==> config.mk <==
export PLATFORM = sky130hd
export DESIGN_NAME = nonce_result_fifo_flat
export DESIGN_NICKNAME = d
export VERILOG_FILES = /design/src/rtl/nonce_result_fifo_if.sv /design/src/rtl/nonce_result_fifo.sv /design/src/flat_wrapper.sv
export SDC_FILE = /design/constraint.sdc
export NUM_CORES = 1
export LEC_CHECK = 0
export BUFFER_PORTS_ARGS = -buffer_cell sky130_fd_sc_hd__buf_2
export CORE_MARGIN = 1.5
export CORE_UTILIZATION = 53
export CTS_CLUSTER_DIAMETER = 150
export DETAILED_ROUTE_END_ITERATION = 10
export HOLD_SLACK_MARGIN = 0.02
export MAX_ROUTING_LAYER = met4
export PLACE_DENSITY_LB_ADDON = 0.12
export SLEW_MARGIN = 20
export SYNTH_ARGS = -nofsm -noshare
export SYNTH_HDL_FRONTEND = slang
export SYNTH_SLANG_ARGS = --single-unit
==> constraint.sdc <==
create_clock -name SPI_CLK -period 3.1 [get_ports SPI_CLK]
set_input_delay 0.465 -clock SPI_CLK [delete_from_list [all_inputs] [get_ports SPI_CLK]]
set_output_delay 0.465 -clock SPI_CLK [all_outputs]
set_load 0.05 [all_outputs]
==> src/rtl/nonce_result_fifo_if.sv <==
// Handshake bundle between the hash macro array / regBank and the nonce result FIFO.
// The master side drives finds and readout controls; the FIFO is the slave.
interface nonce_result_fifo_if #(
   parameter int NUM_OF_MACROS = 4,
   parameter int DEPTH         = 4
);
   logic [NUM_OF_MACROS-1:0]    found_valid;
   logic [32*NUM_OF_MACROS-1:0] found_nonce;
   logic                        clear;
   logic                        irq_enable;
   logic [2:0]                  rd_byte_sel;
   logic                        pop;
   logic [7:0]                  rd_data;
   logic [$clog2(DEPTH):0]      fifo_count;
   logic                        empty;
   logic                        irq_out;

   modport master (
      output found_valid, found_nonce, clear, irq_enable, rd_byte_sel, pop,
      input  rd_data, fifo_count, empty, irq_out
   );

   modport slave (
      input  found_valid, found_nonce, clear, irq_enable, rd_byte_sel, pop,
      output rd_data, fifo_count, empty, irq_out
   );
endinterface

==> src/rtl/nonce_result_fifo.sv <==
// Queues winning nonces from the hash macros for byte-wise host readout.
// Each macro has a one-deep pending slot; the lowest pending index drains into the FIFO.
module nonce_result_fifo #(
   parameter int NUM_OF_MACROS = 4,
   parameter int DEPTH         = 4
) (
   input logic                SPI_CLK,
   input logic                RST_N,
   nonce_result_fifo_if.slave bus
);
   localparam int PTR_W = $clog2(DEPTH);
   localparam int CNT_W = PTR_W + 1;

   logic [NUM_OF_MACROS-1:0] pending;
   logic [31:0]              hold [NUM_OF_MACROS];
   logic [39:0]              mem [DEPTH];
   logic [PTR_W-1:0]         wr_ptr;
   logic [PTR_W-1:0]         rd_ptr;
   logic [CNT_W-1:0]         count;
   logic [CNT_W-1:0]         count_next;
   logic [7:0]               ovf_count;
   logic [7:0]               ovf_next;
   logic                     irq_q;

   logic                     push_any;
   logic                     do_push;
   logic                     do_pop;
   logic                     is_full;
   logic                     is_empty;
   logic [7:0]               push_id;
   logic [31:0]              push_nonce;
   logic [NUM_OF_MACROS-1:0] push_clear;
   logic [NUM_OF_MACROS-1:0] capture;
   logic [NUM_OF_MACROS-1:0] drop;
   logic [8:0]               ovf_sum;
   logic [39:0]              head;
   logic [7:0]               rd_byte;

   // A full FIFO still accepts a push when the head is popped in the same cycle.
   always_comb begin
      is_empty   = (count == '0);
      is_full    = (count == CNT_W'(DEPTH));
      do_pop     = bus.pop && !is_empty;
      push_any   = 1'b0;
      push_id    = '0;
      push_nonce = '0;
      for (int i = 0; i < NUM_OF_MACROS; i++) begin
         if (pending[i] && !push_any) begin
            push_any   = 1'b1;
            push_id    = 8'(i);
            push_nonce = hold[i];
         end
      end
      do_push = push_any && (!is_full || do_pop);

      push_clear = '0;
      capture    = '0;
      drop       = '0;
      for (int i = 0; i < NUM_OF_MACROS; i++) begin
         push_clear[i] = do_push && (push_id == 8'(i));
         capture[i]    = bus.found_valid[i] && (!pending[i] || push_clear[i]);
         drop[i]       = bus.found_valid[i] && pending[i] && !push_clear[i];
      end

      ovf_sum = {1'b0, ovf_count};
      for (int i = 0; i < NUM_OF_MACROS; i++) begin
         ovf_sum = ovf_sum + 9'(drop[i]);
      end
      ovf_next = ovf_sum[8] ? 8'hFF : ovf_sum[7:0];

      count_next = count;
      if (do_push && !do_pop) begin
         count_next = count + CNT_W'(1);
      end else if (!do_push && do_pop) begin
         count_next = count - CNT_W'(1);
      end
   end

   // clear acts like a synchronous reset and wins over every other action that cycle.
   always_ff @(posedge SPI_CLK or negedge RST_N) begin
      if (!RST_N) begin
         pending   <= '0;
         wr_ptr    <= '0;
         rd_ptr    <= '0;
         count     <= '0;
         ovf_count <= '0;
         irq_q     <= 1'b0;
         for (int i = 0; i < NUM_OF_MACROS; i++) hold[i] <= '0;
         for (int j = 0; j < DEPTH; j++) mem[j] <= '0;
      end else if (bus.clear) begin
         pending   <= '0;
         wr_ptr    <= '0;
         rd_ptr    <= '0;
         count     <= '0;
         ovf_count <= '0;
         irq_q     <= 1'b0;
         for (int i = 0; i < NUM_OF_MACROS; i++) hold[i] <= '0;
         for (int j = 0; j < DEPTH; j++) mem[j] <= '0;
      end else begin
         for (int i = 0; i < NUM_OF_MACROS; i++) begin
            if (capture[i]) begin
               pending[i] <= 1'b1;
               hold[i]    <= bus.found_nonce[32*i +: 32];
            end else if (push_clear[i]) begin
               pending[i] <= 1'b0;
            end
         end
         if (do_push) begin
            mem[wr_ptr] <= {push_id, push_nonce};
            wr_ptr      <= wr_ptr + PTR_W'(1);
         end
         if (do_pop) begin
            rd_ptr <= rd_ptr + PTR_W'(1);
         end
         count     <= count_next;
         ovf_count <= ovf_next;
         irq_q     <= bus.irq_enable && (count_next != '0);
      end
   end

   // Entry bytes read as zero while empty so stale memory never leaks to the host.
   always_comb begin
      head    = mem[rd_ptr];
      rd_byte = 8'h00;
      case (bus.rd_byte_sel)
         3'd0:    rd_byte = is_empty ? 8'h00 : head[7:0];
         3'd1:    rd_byte = is_empty ? 8'h00 : head[15:8];
         3'd2:    rd_byte = is_empty ? 8'h00 : head[23:16];
         3'd3:    rd_byte = is_empty ? 8'h00 : head[31:24];
         3'd4:    rd_byte = is_empty ? 8'h00 : head[39:32];
         3'd5:    rd_byte = 8'(count);
         3'd6:    rd_byte = ovf_count;
         default: rd_byte = 8'h00;
      endcase
   end

   assign bus.rd_data    = rd_byte;
   assign bus.fifo_count = count;
   assign bus.empty      = is_empty;
   assign bus.irq_out    = irq_q;
endmodule

==> src/flat_wrapper.sv <==
// flat-port wrapper written by rule: the top's interface ports become plain ports
module nonce_result_fifo_flat 
#(
   parameter int NUM_OF_MACROS = 4,
   parameter int DEPTH         = 4
)
  (SPI_CLK, RST_N, bus_found_valid, bus_found_nonce, bus_clear, bus_irq_enable, bus_rd_byte_sel, bus_pop, bus_rd_data, bus_fifo_count, bus_empty, bus_irq_out);
  nonce_result_fifo_if #(.NUM_OF_MACROS(NUM_OF_MACROS), .DEPTH(DEPTH)) bus_i ();
  input logic SPI_CLK;
  input logic RST_N;
  input wire logic [$bits(bus_i.found_valid)-1:0] bus_found_valid;
  input wire logic [$bits(bus_i.found_nonce)-1:0] bus_found_nonce;
  input wire logic [$bits(bus_i.clear)-1:0] bus_clear;
  input wire logic [$bits(bus_i.irq_enable)-1:0] bus_irq_enable;
  input wire logic [$bits(bus_i.rd_byte_sel)-1:0] bus_rd_byte_sel;
  input wire logic [$bits(bus_i.pop)-1:0] bus_pop;
  output wire logic [$bits(bus_i.rd_data)-1:0] bus_rd_data;
  output wire logic [$bits(bus_i.fifo_count)-1:0] bus_fifo_count;
  output wire logic [$bits(bus_i.empty)-1:0] bus_empty;
  output wire logic [$bits(bus_i.irq_out)-1:0] bus_irq_out;
  assign bus_i.found_valid = bus_found_valid;
  assign bus_i.found_nonce = bus_found_nonce;
  assign bus_i.clear = bus_clear;
  assign bus_i.irq_enable = bus_irq_enable;
  assign bus_i.rd_byte_sel = bus_rd_byte_sel;
  assign bus_i.pop = bus_pop;
  assign bus_rd_data = bus_i.rd_data;
  assign bus_fifo_count = bus_i.fifo_count;
  assign bus_empty = bus_i.empty;
  assign bus_irq_out = bus_i.irq_out;
  nonce_result_fifo #(.NUM_OF_MACROS(NUM_OF_MACROS), .DEPTH(DEPTH)) u_core (.SPI_CLK(SPI_CLK), .RST_N(RST_N), .bus(bus_i));
endmodule
# Word level (Yosys, flattened, before mapping)
# Cells that the tools add are included.
# classes
n_eq_ne,10
n_mux,49
addsub,8
bitwise,2
magnitude_cmp,3
n_reduce_logical,59
# ops
operator,count
160-bit two-way mux,2
32-bit two-way mux,8
160-bit bitwise mux,1
128-bit two-way mux,1
40-bit two-way mux,3
40-bit binary-select mux with 2-bit select,1
40-bit demux with 2-bit select,1
8-bit two-way mux,7
8-bit case mux with 7 select lines,1
9-bit by 1-bit adder with 9-bit output,3
1-bit logical AND,25
1-bit logical NOT,15
3-bit nonzero test,5
1-bit two-way mux,14
3-bit == test (second input constant),4
2-bit two-way mux,6
2-bit nonzero test,6
8-bit by 1-bit adder with 9-bit output,1
3-bit two-way mux,3
8-bit logical NOT,1
3-bit by 2-bit == test with 1-bit output (second input constant),2
3-bit greater-or-equal comparator (second input constant),2
3-bit logical NOT,2
2-bit inverter with 3-bit output,2
other kinds (9),15
# totals
ff_bits,308
out_inout_bits,13
input_bits,140

# Logic depth before layout (Yosys ltp)
# Gate-level depths: netlist of the first run.
# depth
depth_word,20
ltp_mapped,13

# Worst setup path before layout of the first run
# Ideal clock, no wire load.
# synth_path
kind,register -> register
startpoint,"reg u_core.count[1], in the netlist u_core.bus.fifo_count[1]"
endpoint,reg u_core.ovf_count[0]
setup_slack_ps,-631
setup_ps,142
path_buffers,1
required_ps,2958
arrival_ps,3588
path_stages_with_launch,14
path_cell_list,dfrtp_1 inv_1 ha_1 and3b_1 buf_2 o21ai_1 or2_2 fa_1 inv_1 fa_1 fa_1 and3_1 nand3_1 a21oi_1
# synth_between
elab_chain_cells,14
elab_cells_between_ends,25
classes_between,add/sub (4); eq/ne (1); mux (2); reduce/logical (18)
# synth_lines
item,line,rtl
start: declaration,nonce_result_fifo.sv:19,logic [CNT_W-1:0] count;
start signal: assignment,nonce_result_fifo.sv:115,count <= count_next;
3-bit logical NOT,nonce_result_fifo.sv:41,is_empty = (count == '0);
1-bit logical NOT,nonce_result_fifo.sv:43,do_pop = bus.pop && !is_empty;
1-bit logical AND,nonce_result_fifo.sv:43,
1-bit logical OR (*),nonce_result_fifo.sv:54,do_push = push_any && (!is_full || do_pop);
1-bit logical AND (*),nonce_result_fifo.sv:54,
1-bit logical AND,nonce_result_fifo.sv:60,push_clear[i] = do_push && (push_id == 8'(i));
1-bit logical NOT,nonce_result_fifo.sv:62,drop[i] = bus.found_valid[i] && pending[i] && !push_clear[i];
1-bit logical AND,nonce_result_fifo.sv:62,
8-bit by 1-bit adder with 9-bit output,nonce_result_fifo.sv:67,ovf_sum = ovf_sum + 9'(drop[i]);
9-bit by 1-bit adder with 9-bit output (2 in series),nonce_result_fifo.sv:67,
9-bit by 1-bit adder with 9-bit output (*),nonce_result_fifo.sv:67,
8-bit two-way mux (*),nonce_result_fifo.sv:69,ovf_next = ovf_sum[8] ? 8'hFF : ovf_sum[7:0];
8-bit two-way mux (*),nonce_result_fifo.sv:90,end else if (bus.clear) begin
end signal: assignment,nonce_result_fifo.sv:116,ovf_count <= ovf_next;
end: declaration,nonce_result_fifo.sv:21,logic [7:0] ovf_count;
# Every way passes the cells marked *; elsewhere a longest branch is shown, timed or not.
# A chain may end at the register's enable or synchronous reset.

# Worst setup path after layout of the first run
# layout_path
startpoint,reg u_core.rd_ptr[0]
endpoint,out bus_rd_data[1]
# layout_between
elab_chain_cells,6
elab_cells_between_ends,10
classes_between,mux (9); bitwise (1)
# layout_lines
item,line,rtl
start: declaration,nonce_result_fifo.sv:18,logic [PTR_W-1:0] rd_ptr;
start signal: assignment,nonce_result_fifo.sv:113,rd_ptr <= rd_ptr + PTR_W'(1);
2-bit inverter with 3-bit output (not written as such) (*),nonce_result_fifo.sv:123,head = mem[rd_ptr];
40-bit binary-select mux with 2-bit select (*),nonce_result_fifo.sv:123,
40-bit two-way mux (not written as such) (*) (2 in series),nonce_result_fifo.sv:123,
8-bit two-way mux (on tied branches),-,
8-bit case mux with 7 select lines (*),nonce_result_fifo.sv:125,case (bus.rd_byte_sel)
end: declaration,flat_wrapper.sv:17,output wire logic [$bits(bus_i.rd_data)-1:0] bus_rd_data;
# Every way passes the cells marked *; elsewhere a longest branch is shown, timed or not. The select of a mux whose other input is x is not followed.

==> results of run 1 <==
==> routing by layer <==
metal,vias to the layer above,track usage [%]
met5,-,-
met4,0,6.213
met3,38,5.234
met2,344,40.90
met1,4691,43.54
li1,4025,-
==> path summary, 6_finish.rpt <==
path / to / cells past startpoint
hold / removal: u_core.hold[35] / 2
setup / recovery: bus_rd_data[1] / 6
min in group asynchronous: u_core.ovf_count[5] / 2
hold reg to reg: u_core.mem[32] / 2
max in group asynchronous: u_core.hold[124] / 3
setup reg to reg: u_core.ovf_count[2] / 12
==> logic make-up (layout without fill, tap and decap cells) <==
group | count (synthesis) | after routing | share of synthesized area [%]
AO/OA/AOI/OAI | 385 | 385 | 25.87
XOR/XNOR | 8 | 8 | 0.5586
adder cells (fa/ha/maj) | 11 | 11 | 1.277
buffers and inverters | 107 | 280 | 4.170
flip-flops | 284 | 284 | 56.66
multiplexers | 48 | 48 | 7.222
other | 0 | 7 | 0
AND/OR/NAND/NOR | 105 | 105 | 4.249
==> metrics by stage <==
step | std cells | util [%] | area, um2
floorplan | 948 | - | 12620
global placement | 1376 | 59.02 | 13770
detailed placement | 1376 | 59.02 | 13770
CTS | 1432 | 63.74 | 14870
global route | 1445 | 64.29 | 15000
finish | 1447 | 64.31 | 15010
==> area by class of cell <==
type                    count  area [um2]  share of cell area (%)
diodes                      7       17.52                  0.1167
clock buffers              41       872.1                   5.812
clock inverters            13       206.4                   1.376
inverters                  16       65.06                  0.4336
multi-input cells         557        5062                   33.74
flip-flops and latches    284        7112                   47.39
well taps                 319       399.1                   2.660
repair buffers            210        1271                   8.472
==> sequential cells by signal, summed over array words and instances (netlist names) <==
| register | flops |
|---|---|
| u_core.ovf_count | 8 |
| u_core.mem | 136 |
| u_core.bus.irq_out | 1 |
| u_core.rd_ptr | 2 |
| u_core.wr_ptr | 2 |
| u_core.bus.fifo_count | 3 |
| u_core.hold | 128 |
| u_core.pending | 4 |
==> Yosys cell counts (2+ instances only) <==
cell      number
a21oi_1       22
a21oi_2        4
a221o_1       34
a22o_1       263
a22oi_1       32
a32oi_1        2
and2_1         7
and3_1         7
and3b_1        2
buf_1          5
buf_2         37
buf_4          8
buf_6          6
clkbuf_1      35
dfrtp_1      284
fa_1           3
ha_1           8
inv_1         16
mux2i_1       14
mux4_2        34
nand2_1       15
nand3_1        6
nor2_1        50
nor2b_1        4
nor3_1         2
nor3_2         2
o211ai_1       2
o21ai_0        8
o21ai_1        5
o22ai_1        2
xnor2_1        3
xor2_1         5
==> power breakdown <==
group          total [mW]  internal [mW]  switching [mW]
clock network        3.83           2.37            1.46
logic                1.92          0.774            1.15
registers            4.06           3.92           0.148
==> critical path: stages (launching register included) <==
cell and delay (ns):
dfrtp_2 0.46, buf_12 0.19, mux4_2 0.57, a32oi_2 0.23
o22ai_1 0.09, a221o_1 0.28, buf_2 0.22
==> what timing repair did <==
item                                    in CTS  in global routing
resized for setup                            2                 13
setup buffers                                1                  8
hold endpoints to repair                    34                  0
pin swaps                                    2                  5
endpoints found under the setup margin      10                 14
hold buffers                                 1                  0
==> results.sh, run 1 <==
export IMPL_finalWorstSetupSlack_ns=0.02778
export IMPL_dr_wl_met3_um=2382
export IMPL_grt_use_total_pct=28.87
export IMPL_wl_met2_um=14580
export IMPL_grt_setup_unrepaired="true"
export IMPL_synthCells=948
export IMPL_ant_nets=0
export IMPL_dp_hpwl_um=21840
export IMPL_n_fill_cell=1787
export IMPL_cts_max_level=1
export IMPL_routed_top_layer="met4"
export IMPL_ir_drop_uv=437.8
export IMPL_vias=9098
export IMPL_synth_fp_nets=1099
export IMPL_ys_flop_type="dfrtp_1"
export IMPL_die_w_um=156.8
export IMPL_crit_arrival_ns=2.61
export IMPL_rr_startpoint="u_core.bus.fifo_count[1]"
export IMPL_clock_sinks=284
export IMPL_die_area_um2=24600
export IMPL_r2r_setup_slack_ns=0.07
export IMPL_dr_pass1_iters=5
export IMPL_startpoint_type="flip-flop"
export IMPL_overflow=0
export IMPL_start_util_pct=53.76
export IMPL_final_max_slew_viol_count=0
export IMPL_final_common_cell="dfrtp_1"
export IMPL_whs_ns=0.1221
export IMPL_dieHeight_um=156.8
export IMPL_place_congestion=0.8508
export IMPL_finClkSkew_ns=0.01204
export IMPL_required_ns=2.63
export IMPL_ys_warn_count=0
export IMPL_cts_root_buf="clkbuf_16"
export IMPL_synth_seq_cells=284
export IMPL_timing_fmax_mhz=325.5
export IMPL_hold_violations=0
export IMPL_status="completed"
export IMPL_nets=1250
export IMPL_wirelength_um=33200
export IMPL_tightest_slew_ns=0.7635
export IMPL_max_slew_margin_pct=48.71
export IMPL_endpoint_kind="output pin"
export IMPL_clockBufferDepth=3
export IMPL_ys_seq_area_share_pct=56.66
export IMPL_synth_cell_type_count=53
export IMPL_synth_area_um2=12540
export IMPL_antenna_found_initial=5
export IMPL_leakage_nw=7.127
export IMPL_fp_coreArea_um2=23330
export IMPL_core_rowCount=56
export IMPL_cts_tree="done"
export IMPL_grt_pass1_vias=9273
export IMPL_async_flop_share_pct=100.0
export IMPL_avgSynthCellArea_um2=13.23
export IMPL_fin_total_pwr_mw=9.816
export IMPL_numCtsBuffers=30
export IMPL_pwr_density_cell_nw_per_um2=654.2
export IMPL_final_cell_mix="dfrtp_1, a22o_1, buf_2"
export IMPL_clock_latency_ns=0.55
export IMPL_area_growth_pct=19.63
export IMPL_setup_viol=0
export IMPL_worstHoldStart="bus_found_nonce[67]"
export IMPL_grt_max_degree=97
export IMPL_yosysTopAreaCell="dfrtp_1"
export IMPL_place_ws_ns=0.002510
export IMPL_drt_iter0_drc=733
export IMPL_synth_edf_count=0
export IMPL_path_clk_slew_ns=0.06
export IMPL_ios=153
export IMPL_ys_top_cells_by_area="dfrtp_1, a22o_1, mux4_2"
export IMPL_hp_class="input pin to flip-flop"
export IMPL_min_period_ns=3.072
export IMPL_drc=0
export IMPL_finalSetupTns_ns=0
export IMPL_io_buffers=152
export IMPL_path_max_fanout=15
export IMPL_synth_top_cell_area_share_pct=56.66
export IMPL_post_drt_wl_per_cell_um=22.94
export IMPL_maxCapViolCount=0
export IMPL_crit_type="flip-flop to output pin"
export IMPL_wl_met1_um=15620
export IMPL_grt_pass1_wl_um=53080
export IMPL_drive_gt1_share_pct=30.60
export IMPL_vias_per_cell=6.287
export IMPL_final_period_utilization_pct=99.10
export IMPL_crit_path_start="u_core.rd_ptr[0]"
(Power assumes the default switching activity.)
==> run 2: changes to the inputs <==
--- a/config.mk
+++ b/config.mk
@@ -5,7 +5,7 @@
 export SDC_FILE = /design/constraint.sdc
 export NUM_CORES = 1
 export LEC_CHECK = 0
-export BUFFER_PORTS_ARGS = -buffer_cell sky130_fd_sc_hd__buf_2
+export BUFFER_PORTS_ARGS = -buffer_cell sky130_fd_sc_hd__buf_4
 export CORE_MARGIN = 1.5
 export CORE_UTILIZATION = 53
 export CTS_CLUSTER_DIAMETER = 150
==> constraint.sdc (replaced) <==
create_clock -name SPI_CLK -period 2.7 [get_ports SPI_CLK]
set_input_delay 0.405 -clock SPI_CLK [delete_from_list [all_inputs] [get_ports SPI_CLK]]
set_output_delay 0.405 -clock SPI_CLK [all_outputs]
set_load 0.05 [all_outputs]
==> results.sh, run 2 (synthesis gave the netlist of run 1 again) <==
export IMPL_ir_drop_uv=485.1
export IMPL_timing_fmax_mhz=333.8
export IMPL_grt_max_degree=72
export IMPL_startpoint_type="flip-flop"
export IMPL_overflow=0
export IMPL_nets=1274
export IMPL_final_common_cell="dfrtp_1"
export IMPL_clock_sinks=284
export IMPL_io_buffers=152
export IMPL_required_ns=3.11
export IMPL_numCtsBuffers=30
export IMPL_crit_type="flip-flop to flip-flop"
export IMPL_wirelength_um=34200
export IMPL_finalSetupTns_ns=-3.406
export IMPL_start_util_pct=53.76
export IMPL_path_clk_slew_ns=0.06
export IMPL_regMostFlops="u_core.mem"
export IMPL_endpoint_kind="flip-flop"
export IMPL_finalWorstSetupSlack_ns=-0.2962
export IMPL_dr_pass1_iters=4
export IMPL_drt_iter0_drc=590
export IMPL_regArea_um2=7112
export IMPL_post_drt_wl_per_cell_um=23.38
export IMPL_crit_arrival_ns=3.41
export IMPL_ios=153
export IMPL_worstHoldStart="bus_found_nonce[84]"
export IMPL_grt_pass1_vias=9683
export IMPL_violations="negative setup slack"
export IMPL_status="finished with violations"
export IMPL_fp_coreArea_um2=23330
export IMPL_pwr_density_cell_nw_per_um2=727.7
export IMPL_ant_nets=0
export IMPL_hold_violations=0
export IMPL_min_period_ns=2.996
export IMPL_max_slew_margin_pct=48.37
export IMPL_drive_gt1_share_pct=33.07
export IMPL_tightest_slew_ns=0.7685
export IMPL_grt_use_total_pct=29.83
export IMPL_final_cell_mix="dfrtp_1, a22o_1, buf_4"
export IMPL_path_max_fanout=5
export IMPL_rr_startpoint="u_core.bus.fifo_count[1]"
export IMPL_clockBufferDepth=3
export IMPL_cts_tree="done"
export IMPL_cts_max_level=1
export IMPL_core_rowCount=56
export IMPL_grt_setup_unrepaired="true"
export IMPL_dieHeight_um=156.8
export IMPL_postLayoutCoreUtil_pct=67.22
export IMPL_leakage_nw=7.369
export IMPL_area_growth_pct=25.04
export IMPL_dp_hpwl_um=22620
export IMPL_die_area_um2=24600
export IMPL_fin_total_pwr_mw=11.41
export IMPL_antenna_found_initial=1
export IMPL_cts_root_buf="clkbuf_16"
export IMPL_clock_latency_ns=0.57
export IMPL_drc=0
export IMPL_vias_per_cell=6.411
export IMPL_largest_reg_flops=136
export IMPL_r2r_setup_slack_ns=-0.30
export IMPL_final_max_slew_viol_count=0
export IMPL_die_w_um=156.8
export IMPL_largestRegisters="u_core.mem: 136 flops, u_core.hold: 128 flops, u_core.ovf_count: 8 flops"
export IMPL_n_fill_cell=1735
export IMPL_final_period_utilization_pct=111.0
export IMPL_maxCapViolCount=0
export IMPL_hp_class="input pin to flip-flop"
export IMPL_finClkSkew_ns=0.02857
export IMPL_grt_pass1_wl_um=55050
export IMPL_place_congestion=0.8069
export IMPL_multi_input_area_um2=5175
export IMPL_crit_path_start="u_core.bus.fifo_count[1]"
export IMPL_finalNonFillerCells=1463
export IMPL_vias=9380
export IMPL_setup_viol=16
export IMPL_dpl_cell_count=1393
[run 2: cell count changes in the layout (fill, tap and decap cells not counted), sizes merged]
cell,change
bufinv,-2
clkinv,+3
clkbuf,-2
clkinvlp,-1
diode,-6
buf,+24
[run 2: worst max-delay path: stages (launching register included)]
cell and delay (ns):
dfrtp_2 0.42, inv_4 0.07, ha_4 0.12, and3b_2 0.27, o41a_1 0.17, nand2_1 0.08
fa_1 0.55, inv_2 0.04, fa_2 0.35, fa_2 0.38, and3_4 0.20, o21ai_1 0.14
a31oi_1 0.06
[run 2: worst paths after layout]
path / to / cells after the start
setup / recovery: u_core.ovf_count[6] / 12
setup reg to reg: u_core.ovf_count[6] / 12
hold reg to reg: u_core.mem[152] / 2
max in group asynchronous: u_core.hold[121] / 3
min in group asynchronous: u_core.bus.fifo_count[1] / 2
hold / removal: u_core.hold[52] / 2
[run 2: area by class of cell]
class	instances	share of cell area (%)
flip-flops and latches	284	45.35
clock buffers	39	5.385
repair buffers	234	12.25
inverters	16	0.3989
multi-input cells	557	33.00
diodes	1	0.01596
well taps	319	2.545
clock inverters	13	1.069
[run 2: metal layers]
metal  vias to the layer above  track usage (%)  wire length, um
li1                       4076                -                -
met1                      4854            43.96            15590
met2                       396            42.46            15160
met3                        54            6.231             2729
met4                         0            7.256              717
met5                         -                -                0
[run 2: through the flow]
stage                     setup slack [ns]  area, um2  hold WS, ns
final                              -0.2962      15680      0.04406
after global routing               -0.4141      15680      0.02904
after CTS                          -0.3237      15590      0.02667
after detailed placement           -0.4184      14340       0.4184
after global placement             -0.3487      14340       0.4183
after floorplan                    -0.4641      12660       0.1094
[run 2: where the power goes]
part | internal (mW) | leakage [nW] | switching (mW)
combinational | 1.15 | 3.00 | 1.42
sequential | 4.50 | 3.86 | 0.159
clock | 2.48 | 0.502 | 1.70
total | 8.13 | 7.37 | 3.29
[run 2: what timing repair did]
action | CTS | global route
endpoints found under the setup margin | 16 | 16
cloned | 1 | 0
gates resized for setup | 30 | 8
hold endpoints to repair | 63 | 0
pin swaps | 6 | 4
buffers inserted | 8 | 7
hold buffers | 1 | 0
==> run 3: changes to the inputs <==
--- a/config.mk
+++ b/config.mk
@@ -12,7 +12,7 @@
 export DETAILED_ROUTE_END_ITERATION = 10
 export HOLD_SLACK_MARGIN = 0.02
 export MAX_ROUTING_LAYER = met4
-export PLACE_DENSITY_LB_ADDON = 0.12
+export PLACE_DENSITY_LB_ADDON = 0.3
 export SLEW_MARGIN = 20
 export SYNTH_ARGS = -nofsm -noshare
 export SYNTH_HDL_FRONTEND = slang
==> results.sh, run 3 (synthesis gave the netlist of run 1 again) <==
export IMPL_status="finished with violations"
export IMPL_violations="negative setup slack"
export IMPL_whs_ns=0.06129
export IMPL_numCtsBuffers=29
export IMPL_rr_startpoint="u_core.bus.fifo_count[1]"
export IMPL_regMostFlops="u_core.mem"
export IMPL_post_drt_wl_per_cell_um=24.27
export IMPL_cts_max_level=1
export IMPL_leakage_nw=7.378
export IMPL_ios=153
export IMPL_r2r_end="u_core.ovf_count[0]"
export IMPL_crit_end="u_core.ovf_count[0]"
export IMPL_intPower_mw=8.463
export IMPL_multi_input_area_um2=5286
export IMPL_switchingPower_mw=3.324
export IMPL_final_max_slew_viol_count=0
export IMPL_diodes=0
export IMPL_vias_per_cell=6.480
export IMPL_maxCapViolCount=0
export IMPL_dp_hpwl_um=22530
export IMPL_die_w_um=156.8
export IMPL_r2r_cells=12
export IMPL_drive_gt1_share_pct=33.39
export IMPL_pwr_density_cell_nw_per_um2=744.7
export IMPL_nets=1261
export IMPL_cts_tree="done"
export IMPL_place_ws_ns=-0.4014
export IMPL_path_max_fanout=6
export IMPL_finClkSkew_ns=0.01656
export IMPL_n_fill_cell=1624
export IMPL_die_area_um2=24600
export IMPL_final_cell_mix="dfrtp_1, a22o_1, buf_4"
export IMPL_final_period_utilization_pct=110.6
export IMPL_pwr_share_comb_pct=23.2
export IMPL_overflow=0
export IMPL_largest_reg_flops=136
export IMPL_path_clk_slew_ns=0.07
export IMPL_tightest_slew_ns=0.7170
export IMPL_crit_type="flip-flop to flip-flop"
export IMPL_grt_use_total_pct=30.40
export IMPL_wirelength_um=35220
export IMPL_pwr_share_seq_pct=39.6
export IMPL_clock_sinks=284
export IMPL_required_ns=3.12
export IMPL_fp_coreArea_um2=23330
export IMPL_io_buffers=152
export IMPL_startpoint_type="flip-flop"
export IMPL_drc=0
export IMPL_grt_max_degree=80
export IMPL_largestRegisters="u_core.mem: 136 flops, u_core.hold: 128 flops, u_core.ovf_count: 8 flops"
export IMPL_grt_setup_unrepaired="true"
export IMPL_min_period_ns=2.985
export IMPL_p_clk_share_pct=37.3
export IMPL_ant_nets=0
export IMPL_start_util_pct=53.76
export IMPL_endpoint_kind="flip-flop"
export IMPL_dr_pass1_iters=5
export IMPL_hold_violations=0
export IMPL_place_congestion=0.8277
export IMPL_r2r_setup_slack_ns=-0.29
export IMPL_ir_drop_uv=565.0
export IMPL_grt_pass1_vias=9807
export IMPL_max_slew_margin_pct=52.20
export IMPL_vias=9402
export IMPL_dieHeight_um=156.8
export IMPL_grt_pass1_wl_um=55530
export IMPL_crit_arrival_ns=3.41
export IMPL_antenna_found_initial=0
export IMPL_switching_share_pct=28.20
export IMPL_timing_fmax_mhz=335.0
export IMPL_crit_path_start="u_core.bus.fifo_count[1]"
export IMPL_area_growth_pct=26.17
export IMPL_core_rowCount=56
export IMPL_clock_latency_ns=0.56
export IMPL_fin_total_pwr_mw=11.79
export IMPL_finalWorstSetupSlack_ns=-0.2855
export IMPL_cts_root_buf="clkbuf_16"
export IMPL_drt_iter0_drc=770
export IMPL_clockBufferDepth=3
export IMPL_setup_viol=16
export IMPL_hp_class="input pin to flip-flop"
export IMPL_final_common_cell="dfrtp_1"
export IMPL_regArea_um2=7112
-- run 3: how the worst min path moves through the flow --
stage / cells past startpoint / to / from / slack (ns)
after global routing: 2 / u_core.hold[30] / bus_found_nonce[126] / 0.06
after floorplan: 0 / u_core.bus.fifo_count[0] / RST_N / 0.11
after CTS: 2 / u_core.hold[30] / bus_found_nonce[126] / 0.06
after global placement: 1 / u_core.bus.fifo_count[2] / RST_N / 0.33
after detailed placement: 1 / u_core.bus.fifo_count[2] / RST_N / 0.33
final: 2 / u_core.hold[30] / bus_found_nonce[126] / 0.06
-- run 3: what timing repair did --
action	CTS	global route
gates resized for setup	52	23
hold buffers	1	0
pin swaps	8	11
endpoints found under the setup margin	16	16
hold endpoints to repair	39	0
buffers inserted	12	6
gates cloned	3	0
-- run 3: routing by layer --
metal	part of all wire (%)	vias to the layer above	track usage, %
li1	-	4049	-
met5	0	-	-
met4	1.6	0	7.029
met1	43	4826	42.17
met2	47	478	45.72
met3	8.8	49	7.228
-- run 3: final cells by class --
type | instances | area share [%]
Multi-Input combinational cell | 557 | 33.40
Timing Repair Buffer | 222 | 12.07
Tap cell | 319 | 2.522
Clock inverter | 9 | 1.099
Inverter | 16 | 0.3953
Sequential cell | 284 | 44.94
Clock buffer | 44 | 5.574
-- run 3: metrics by stage --
stage	std cells	util, %	area (um2)	setup TNS, ns
final	1451	67.83	15830	-3.362
after global routing	1451	67.83	15830	-4.681
after CTS	1450	67.61	15770	-4.055
after detailed placement	1381	61.13	14260	-3.020
after global placement	1381	61.13	14260	-2.218
after floorplan	948	-	12660	-3.689
-- run 3: critical path: stages, from the launching register on --
cell and delay (ns):
dfrtp_2 0.42, inv_4 0.07, ha_4 0.12, and3b_2 0.25
o41a_1 0.20, nand2_2 0.07, fa_1 0.55, inv_2 0.04
fa_2 0.34, fa_2 0.39, and3_4 0.21, nand3_4 0.12
a21oi_1 0.08
-- run 3: power groups by stage --
| stage | Combinational [mW] | Sequential, mW | Clock (mW) |
|---|---|---|---|
| floorplan | 1.33 | 4.77 | 0 |
| global placement | 2.23 | 4.71 | 0 |
| detailed placement | 2.27 | 4.72 | 0 |
| CTS | 2.73 | 4.66 | 4.41 |
| global route | 2.90 | 4.68 | 4.60 |
| finish | 2.73 | 4.66 | 4.39 |
